File: config.mk
export PLATFORM = sky130hd
export DESIGN_NAME = seq_shifter
export DESIGN_NICKNAME = d
export VERILOG_FILES = /design/src/rtl/seq_shifter.sv
export SDC_FILE = /design/constraint.sdc
export NUM_CORES = 1
export LEC_CHECK = 0
export ABC_AREA = 1
export CORE_UTILIZATION = 47
export DETAILED_ROUTE_END_ITERATION = 7
export GPL_ROUTABILITY_DRIVEN = 0
export PLACE_DENSITY = 0.75
export SYNTH_ARGS = -nofsm -noshare
export SYNTH_HDL_FRONTEND = slang
export SYNTH_SLANG_ARGS = --single-unit
File: constraint.sdc
create_clock -name clk -period 1.1 [get_ports clk]
set_input_delay 0.165 -clock clk [delete_from_list [all_inputs] [get_ports clk]]
set_output_delay 0.165 -clock clk [all_outputs]
set_load 0.05 [all_outputs]
File: src/rtl/seq_shifter.sv
// seq_shifter
// Multi-cycle shift/rotate unit that moves the operand one bit position per
// clock. An accepted request loads the operand and then steps it Amt times,
// raising done for one cycle when the final step lands (or right away when
// Amt is zero).
//
// Parameters:
//   WIDTH  data width in bits (>= 2)
//   CNT_W  width of the shift-amount input
// Ports:
//   clk    clock, all state updates on the rising edge
//   rst    synchronous reset, active-high
//   start  request, sampled only while not busy
//   A      operand
//   Mode   operation select
//   Amt    number of single-bit steps
//   R      result register
//   C      last bit shifted or rotated out
//   busy   operation in progress
//   done   one-cycle completion pulse
module seq_shifter #(
  parameter int WIDTH = 8,
  parameter int CNT_W = 3
) (
  input  logic             clk,
  input  logic             rst,
  input  logic             start,
  input  logic [WIDTH-1:0] A,
  input  logic [2:0]       Mode,
  input  logic [CNT_W-1:0] Amt,
  output logic [WIDTH-1:0] R,
  output logic             C,
  output logic             busy,
  output logic             done
);

  localparam logic [2:0] MODE_SHL0 = 3'b000;
  localparam logic [2:0] MODE_SHL1 = 3'b001;
  localparam logic [2:0] MODE_SHR0 = 3'b010;
  localparam logic [2:0] MODE_SHR1 = 3'b011;
  localparam logic [2:0] MODE_ASL  = 3'b100;
  localparam logic [2:0] MODE_ASR  = 3'b101;
  localparam logic [2:0] MODE_ROL  = 3'b110;
  localparam logic [2:0] MODE_ROR  = 3'b111;

  logic [2:0]       mode_q;
  logic [CNT_W-1:0] cnt;
  logic [WIDTH-1:0] step_r;
  logic             step_c;

  // One single-bit step of the latched operation applied to the current R.
  // Left operations lose R[WIDTH-1]; right operations lose R[0].
  always_comb begin
    step_r = R;
    step_c = 1'b0;
    case (mode_q)
      MODE_SHL0, MODE_ASL: begin
        step_r = {R[WIDTH-2:0], 1'b0};
        step_c = R[WIDTH-1];
      end
      MODE_SHL1: begin
        step_r = {R[WIDTH-2:0], 1'b1};
        step_c = R[WIDTH-1];
      end
      MODE_SHR0: begin
        step_r = {1'b0, R[WIDTH-1:1]};
        step_c = R[0];
      end
      MODE_SHR1: begin
        step_r = {1'b1, R[WIDTH-1:1]};
        step_c = R[0];
      end
      MODE_ASR: begin
        step_r = {R[WIDTH-1], R[WIDTH-1:1]};
        step_c = R[0];
      end
      MODE_ROL: begin
        step_r = {R[WIDTH-2:0], R[WIDTH-1]};
        step_c = R[WIDTH-1];
      end
      MODE_ROR: begin
        step_r = {R[0], R[WIDTH-1:1]};
        step_c = R[0];
      end
      default: begin
        step_r = R;
        step_c = 1'b0;
      end
    endcase
  end

  // Request acceptance, stepping and completion. done defaults low so it
  // only ever lasts a single cycle. A request arriving while busy falls
  // through untouched, which is what drops it. Because done and busy are
  // never high together, a start on the done cycle is accepted directly.
  always_ff @(posedge clk) begin
    if (rst) begin
      R      <= '0;
      C      <= 1'b0;
      busy   <= 1'b0;
      done   <= 1'b0;
      cnt    <= '0;
      mode_q <= '0;
    end else begin
      done <= 1'b0;
      if (busy) begin
        R   <= step_r;
        C   <= step_c;
        cnt <= cnt - CNT_W'(1);
        if (cnt == CNT_W'(1)) begin
          busy <= 1'b0;
          done <= 1'b1;
        end
      end else if (start) begin
        R      <= A;
        C      <= 1'b0;
        mode_q <= Mode;
        cnt    <= Amt;
        if (Amt != '0) begin
          busy <= 1'b1;
        end else begin
          done <= 1'b1;
        end
      end
    end
  end

endmodule

; Word level (Yosys, flattened, before mapping)
; Cells that the tools add are included.
; W data, S select, Z words.
[word_totals]
in_bits = 17
output_inout_bits = 11
wordCells = 42
reg_bits = 17
[op_classes]
n_addsub = 1
n_reduce_logical = 8
mux = 16
n_bitwise = 1
eq_ne = 9
[op_table]
columns = op, count
row1 = $pmux W8 S7, 1
row2 = $mux W8, 2
row3 = $eq A3 B3 Y1 const B, 4
row4 = $mux W1, 10
row5 = $reduce_or A4 Y1, 2
row6 = $eq A3 B1 Y1 const B, 2
row7 = $eq A3 B2 Y1 const B, 2
row8 = $mux W3, 2
row9 = $reduce_and A2 Y1, 2
row10 = $logic_not A3 Y1, 1
row11 = $reduce_bool A3 Y1, 1
row12 = $sub A3 B1 Y3 const B, 1
row13 = $ne A2 B2 Y1 const B, 1
row14 = $pmux W1 S2, 1
row15 = $reduce_bool A2 Y1, 1
row16 = $reduce_or A2 Y1, 1
row17 = $not A1 Y1, 1

; Logic depth before layout (Yosys ltp)
; Gate-level depths: netlist (run 1).
[depth]
word_depth = 4
depth_mapped = 7

; Worst setup path before layout (run 1)
; OpenSTA, ideal clock, no wires.
[synth_timing]
path_kind = register -> register
startpoint = register busy
endpoint = register R[7]
setup_slack_ns = -0.263
required_time_ns = 0.978
path_stages_with_launch = 8
setup_time_ns = 0.122
n_path_buf = 0
arrival_time_ns = 1.242
cell_sequence = dfxtp_1 -> nor2_2 -> inv_2 -> o21ai_1 -> nand2_1 -> nand2_1 -> nor2_1 -> nor2_1
[synth_between]
elab_chain_cells = 2
[synth_lines]
columns = element, line
row1 = start: declaration, 33  ; output logic busy,
row2 = start signal: assignment, 100  ; busy <= 1'b0;
row3 = start signal: assignment, 111  ; busy <= 1'b0;
row4 = start signal: assignment, 120  ; busy <= 1'b1;
row5 = $ne A2 B2 Y1 (no source line) / $reduce_bool A2 Y1 (equally long branches), --
row6 = $reduce_and A2 Y1 (no source line), --
row7 = end signal: assignment, 107  ; R <= step_r;
row8 = end: declaration, 31  ; output logic [WIDTH-1:0] R,
; Parallel ways exist; a longest one is shown, timed or not.
; A chain may end at the register's enable or synchronous reset.

; Final worst setup path (run 1)
; Same ends and word-level chain as after synthesis.

==> results of run 1 <==
==> stage by stage <==
step,worst slack (ns),hold slack (ns),instances,setup TNS (ns)
after detailed placement,-0.369,0.511,202,-3.21
after floorplan,0.0177,0.340,142,0
after global routing,-0.000530,0.509,207,-0.000530
after CTS,0.00945,0.481,207,0
final,0.0291,0.471,207,0
after global placement,-0.236,0.505,202,-2.59
==> cell type report <==
class | count | area (um^2)
clock buffers | 4 | 26.3
fillers | 139 | 449
inverters | 31 | 124
multi-input cells | 92 | 563
flip-flops and latches | 17 | 355
well taps | 27 | 33.8
repair buffers | 36 | 450
==> cell usage in the layout, fill, tap and decap left out, types with 3 or more instances in the layout <==
master,count
o21ai_1,6
clkbuf_4,3
nand2_1,27
clkdlybuf4s50_1,15
nand3_2,7
dfxtp_2,9
inv_2,6
nand3_1,7
a21oi_2,8
o21ai_0,6
buf_12,11
nand2_2,9
dfxtp_1,7
inv_1,22
inv_4,3
a21oi_1,7
buf_4,8
==> registers in the layout (all words and copies together) (netlist names) <==
| register | flops |
|---|---|
| R | 8 |
| mode_q | 3 |
| C | 1 |
| cnt | 3 |
| done | 1 |
| busy | 1 |
==> metal layers <==
layer / up-vias / global-route usage (%)
met3: 10 / 4.72
li1: 528 / -
met1: 500 / 28.4
met2: 38 / 41.1
met5: - / 0
met4: 0 / 13.2
==> what timing repair did <==
item                       in CTS  in global routing
hold buffers                    0                  0
gates resized for setup         5                  6
setup buffers                   1                  0
pin swaps                       0                  3
setup endpoints to repair       3                  7
==> worst paths after layout <==
check	from	depth (start not counted)	end
max	busy	7	R[7]
min	Mode[0]	3	mode_q[0]
max reg2reg	busy	7	R[7]
min reg2reg	C	2	C
==> kinds of logic (layout without fill, tap and decap cells) <==
group,after synthesis,in the layout,synth area share (%)
and+or+nand+nor,57,57,30.3
buffers and inverters,33,71,13.1
xor gates and xnor gates,1,1,0.859
AOI/OAI and AO/OA,32,32,19.9
adders and majority gates,2,2,2.45
DFF,17,17,33.4
==> power groups by stage <==
stage	clock (mW)	sequential [mW]	combinational, mW
3_5_place_dp	0	0.754	0.679
4_1_cts	0.350	0.742	0.689
6_report	0.350	0.744	0.706
3_3_place_gp	0	0.749	0.660
2_1_floorplan	0	0.836	0.294
5_1_grt	0.388	0.751	0.756
==> critical path, delay by kind of cell, from the launching register on <==
family / cells / cell delay [ns]
AO/OA/AOI/OAI: 1 / 0.09
flip-flops: 1 / 0.43
AND/OR/NAND/NOR: 5 / 0.35
buffers and inverters: 1 / 0.11
==> flow_metrics.tcl, run 1 <==
set metrics [dict create \
    status "finished, final reports clean" \
    synth_top_flop_cell "dfxtp_1" \
    vdd_ir_drop_max_uv 927 \
    numPortBuffers 27 \
    netlist_instances 142 \
    synth_edf_count 0 \
    initial_cell_density_of_the_core_pct 50.9 \
    die_h_um 48.6 \
    design_area_mm2 0.00155 \
    global_route.overflow_total 0 \
    final_layout_size_suffix_gt1_share_pct 40.6 \
    p_switching_uw 663 \
    wl_per_cell_um 12.9 \
    routed-via-count 1076 \
    routed_wirelength_um 2660 \
    period_minus_slack_ns 1.07 \
    crit_fanout 9 \
    arrival_ns 1.26 \
    postPlaceCellArea_mm2 0.00149 \
    ys_seq_elements 17 \
    crit_path_start_kind "flip-flop" \
    ant_nets 0 \
    crit_path_end_kind "flip-flop" \
    power.share.switching_pct 36.8 \
    synth_area_per_cell_um2 7.18 \
    hold_path.class "input pin to flip-flop" \
    total_power_draw_mw 1.80 \
    cts_buffers 3 \
    r2r_setup_slack_ns 0.03 \
    final_core_util_pct 77.6 \
    via_per_inst 5.20 \
    ant_diodes 0 \
    met2_wl_post_dr_um 1330 \
    power.share.clock_pct 19.5 \
    core.rowCount 16 \
    syn-num-nets 161 \
    synth_commonest_cells "nand2_1 (27), inv_1 (22), dfxtp_1 (17), nand2_2 (9), a21oi_2 (8)" \
    slew-limit-headroom_pct 85.5 \
    yosys-top-cells-area "dfxtp_1 (33%), nand2_1 (9.9%), inv_1 (8.1%)" \
    synthDistinctLibCells 23 \
    worst-endpoint-required_ns 1.29 \
    boundaryPins 28 \
    grt_pass1_vias 1036 \
    die_w_um 48.6 \
    met3WireLength_um 136 \
    die_ar_mm2 0.00236 \
    power_leakage_nw 0.671 \
    drt_pre_antenna_iters 4 \
    detail_route.iter0.violations 25 \
    clk-insertion-delay-late_ns 0.30 \
    comb_power_share_pct 39.2 \
    cp_slowest_stage_delay_ns 0.43 \
    power.share.sequential_pct 41.3 \
    grt_first_pass_wirelength_um 4400 \
    cp_cell_sequence "nor2_4 -> inv_4 -> o21ai_1 -> nand2_1 -> nand2_1 -> nor2_2 -> nor2_1" \
    pin_count_of_the_biggest_net_entering_global_routing 10 \
    report.final.hold_viol_count 0 \
    internal_power_mw 1.14 \
    clock_skew_ns 0.0109 \
    async_flop_share_pct 0 \
    timing.final.crit_share_pct 97.4 \
    timing.critical_path.slowest_stage_cell "dfxtp_4" \
    finish.net_count 200 \
    clock_transition_at_the_registers_of_the_reported_paths_ns 0.09 \
    top_signal_layer_used "met4" \
    timing.setup.critical_path_class "flip-flop to flip-flop" \
    timing_max_transition_violations_final 0 \
    synth_largest_type_area_fraction_pct 33.4 \
    clock-root-buffer "clkbuf_4" \
    critical-path-top-cell-by-count "nand2_1" \
    yosysTopAreaCell "dfxtp_1" \
    route.detailed.drc 0 \
    hpwlAfterDp_um 2010 \
    number_of_warning_messages_in_the_yosys_log 0 \
    fmax_ghz 0.934 \
    antenna_violations_before_repair 0 \
    clock_sink_count 17 \
    core-area_mm2 0.00200 \
    met1Wirelength_um 1130 \
    worst_slew_pin_tran_ns 0.215 \
    report.final.setup_viol 0 \
    synth_seq_area_share_pct 33.4 \
    drv.max_cap_violation_count 0 \
    dominant_cell_by_count_in_the_synthesized_netlist "nand2_1" \
    syn-cell-area_mm2 0.00102 \
    power.density_mw_per_mm2 1160 \
    grt_usage_pct 24.1 \
    area_growth_pct 52.3 \
    htreeDepth 1 \
    cts_buffer_depth 2 \
    cts_tree "built" \
]
(Power assumes the default switching activity.)
==> inputs of run 2 (changes only) <==
--- a/config.mk
+++ b/config.mk
@@ -6,6 +6,7 @@
 export NUM_CORES = 1
 export LEC_CHECK = 0
 export ABC_AREA = 1
+export CORE_MARGIN = 4
 export CORE_UTILIZATION = 47
 export DETAILED_ROUTE_END_ITERATION = 7
 export GPL_ROUTABILITY_DRIVEN = 0
==> flow_metrics.tcl, run 2 (synthesis gave the netlist of run 1 again) <==
set metrics [dict create \
    clk-insertion-delay-late_ns 0.29 \
    fin_hold_ws_ns 0.474 \
    internal_power_mw 1.14 \
    drt_pre_antenna_iters 4 \
    top_register "R" \
    p_switching_uw 628 \
    multi_input_comb_area_um2 556 \
    via_per_inst 5.03 \
    placedCellCount 202 \
    pin_count_of_the_biggest_net_entering_global_routing 11 \
    final_cell_mix "nand2_1 (27), inv_1 (22), clkdlybuf4s50_1 (16), buf_12 (11), dfxtp_2 (10)" \
    cts_buffers 3 \
    clock_sink_count 17 \
    die_h_um 54.6 \
    global_route.overflow_total 0 \
    slew-limit-headroom_pct 84.1 \
    timing.critical_path.slowest_stage_cell "dfxtp_2" \
    clock_transition_at_the_registers_of_the_reported_paths_ns 0.09 \
    htreeDepth 1 \
    power.share.sequential_pct 42.0 \
    report.final.setup_viol 0 \
    cp_cell_sequence "inv_1 -> ha_1 -> xor2_1 -> a21oi_1 -> nor2_1" \
    crit_fanout 4 \
    dpl_worst_slack_ns -0.266 \
    grt_first_pass_wirelength_um 4410 \
    final-seq-area_um2 357 \
    hpwlAfterDp_um 2000 \
    final_core_util_pct 77.1 \
    boundaryPins 28 \
    wl_per_cell_um 12.2 \
    detail_route.iter0.violations 12 \
    timing_max_transition_violations_final 0 \
    hold_path.class "input pin to flip-flop" \
    comb_power_share_pct 39.5 \
    power_leakage_nw 0.668 \
    clock-root-buffer "clkbuf_4" \
    cts_hold_buf 0 \
    final_layout_size_suffix_gt1_share_pct 40.6 \
    status "finished, final reports clean" \
    crit_path_start_kind "flip-flop" \
    cts_buffer_depth 2 \
    core.rowCount 16 \
    most_common_cell_after_layout_fill_and_taps_aside "nand2_1" \
    fmax_ghz 0.924 \
    cp_slowest_stage_delay_ns 0.36 \
    worst_slew_pin_tran_ns 0.236 \
    routed-via-count 1042 \
    numPortBuffers 27 \
    timing.final.crit_share_pct 98.4 \
    filler_instances 144 \
    grt_usage_pct 20.5 \
    cts_tree "built" \
    worst-endpoint-required_ns 1.29 \
    final_critical_path_setup_slack_ns 0.0180 \
    die_w_um 54.6 \
    core-area_mm2 0.00200 \
    ant_nets 0 \
    report.final.hold_viol_count 0 \
    routed_wirelength_um 2530 \
    arrival_ns 1.27 \
    rsz0062_at_grt "yes" \
    power.share.switching_pct 35.6 \
    initial_cell_density_of_the_core_pct 50.9 \
    clock_skew_ns 0.00640 \
    power.share.clock_pct 18.5 \
    drv.max_cap_violation_count 0 \
    die_ar_mm2 0.00298 \
    ant_diodes 0 \
    grt_pass1_vias 1034 \
    area_growth_pct 51.4 \
    route.detailed.drc 0 \
    power.density_mw_per_mm2 1140 \
    reg.largest.list "R x8, cnt x3, mode_q x3" \
    timing.setup.critical_path_class "flip-flop to flip-flop" \
    antenna_violations_before_repair 0 \
    finish.net_count 200 \
    crit_path_end_kind "flip-flop" \
    finalNonFillerCells 207 \
    vdd_ir_drop_max_uv 1020 \
    period_minus_slack_ns 1.08 \
    max_reg_flops 8 \
]
==> run 2: changes by cell type in the layout (fill, tap and decap cells not counted) <==
cell and change:
clkdlybuf4s50_1 +1, dlygate4sd2_1 -1, dfxtp_1 -1, dfxtp_2 +1, buf_4 +1, nor2_1 +1
buf_6 -1, nor2_4 -1
==> run 2: worst max-delay path: cells and delay by family, from the launching register on <==
kind	cells	cell delay, ns
buf+inv	1	0.04
fa+ha+maj	1	0.19
compound gates	1	0.17
flops	1	0.36
simple gates	1	0.06
xor+xnor	1	0.15
==> run 2: power groups by stage <==
stage | Clock [mW] | Sequential [mW] | Combinational (mW)
after floorplan | 0 | 0.836 | 0.294
after global placement | 0 | 0.749 | 0.661
after detailed placement | 0 | 0.752 | 0.677
after CTS | 0.343 | 0.739 | 0.679
after global routing | 0.375 | 0.750 | 0.756
final | 0.327 | 0.741 | 0.696
==> run 2: final timing paths <==
kind,startpoint,slack [ns],cells past startpoint,endpoint
hold / removal,Mode[0],0.47,3,mode_q[0]
setup reg to reg,cnt[0],0.02,5,cnt[2]
setup / recovery,cnt[0],0.02,5,cnt[2]
hold reg to reg,C,0.52,2,C
==> run 2: repair_timing <==
action,4_1_cts,5_1_grt
resized for setup,1,7
endpoints found under the setup margin,1,11
setup buffers,0,1
==> run 2: layout make-up <==
type	count	area share, %
Multi-Input combinational cell	92	36.0
Timing Repair Buffer	36	29.0
Sequential cell	17	23.1
Inverter	31	8.02
Tap cell	27	2.19
Clock buffer	4	1.70
==> run 2: through the flow <==
stage | TNS, ns | power [mW] | area (um^2)
2_1_floorplan | 0 | 1.13 | 1030
3_3_place_gp | -2.61 | 1.41 | 1490
3_5_place_dp | -2.98 | 1.43 | 1490
4_1_cts | 0 | 1.76 | 1520
5_1_grt | -0.0870 | 1.88 | 1540
6_report | 0 | 1.76 | 1540
==> run 2: per-layer routing <==
layer	GRT usage, %	up-vias	share of wire (%)
li1	-	527	-
met1	25.0	487	43
met2	34.4	23	51
met3	5.72	5	5.3
met4	6.64	0	0.95
met5	0	-	0
==> inputs of run 3 (changes only) <==
--- a/config.mk
+++ b/config.mk
@@ -11,6 +11,7 @@
 export DETAILED_ROUTE_END_ITERATION = 7
 export GPL_ROUTABILITY_DRIVEN = 0
 export PLACE_DENSITY = 0.75
+export SLEW_MARGIN = 20
 export SYNTH_ARGS = -nofsm -noshare
 export SYNTH_HDL_FRONTEND = slang
 export SYNTH_SLANG_ARGS = --single-unit
==> results of run 3 <==
No change in the layout: final DEF, timing and power equal those of run 2.
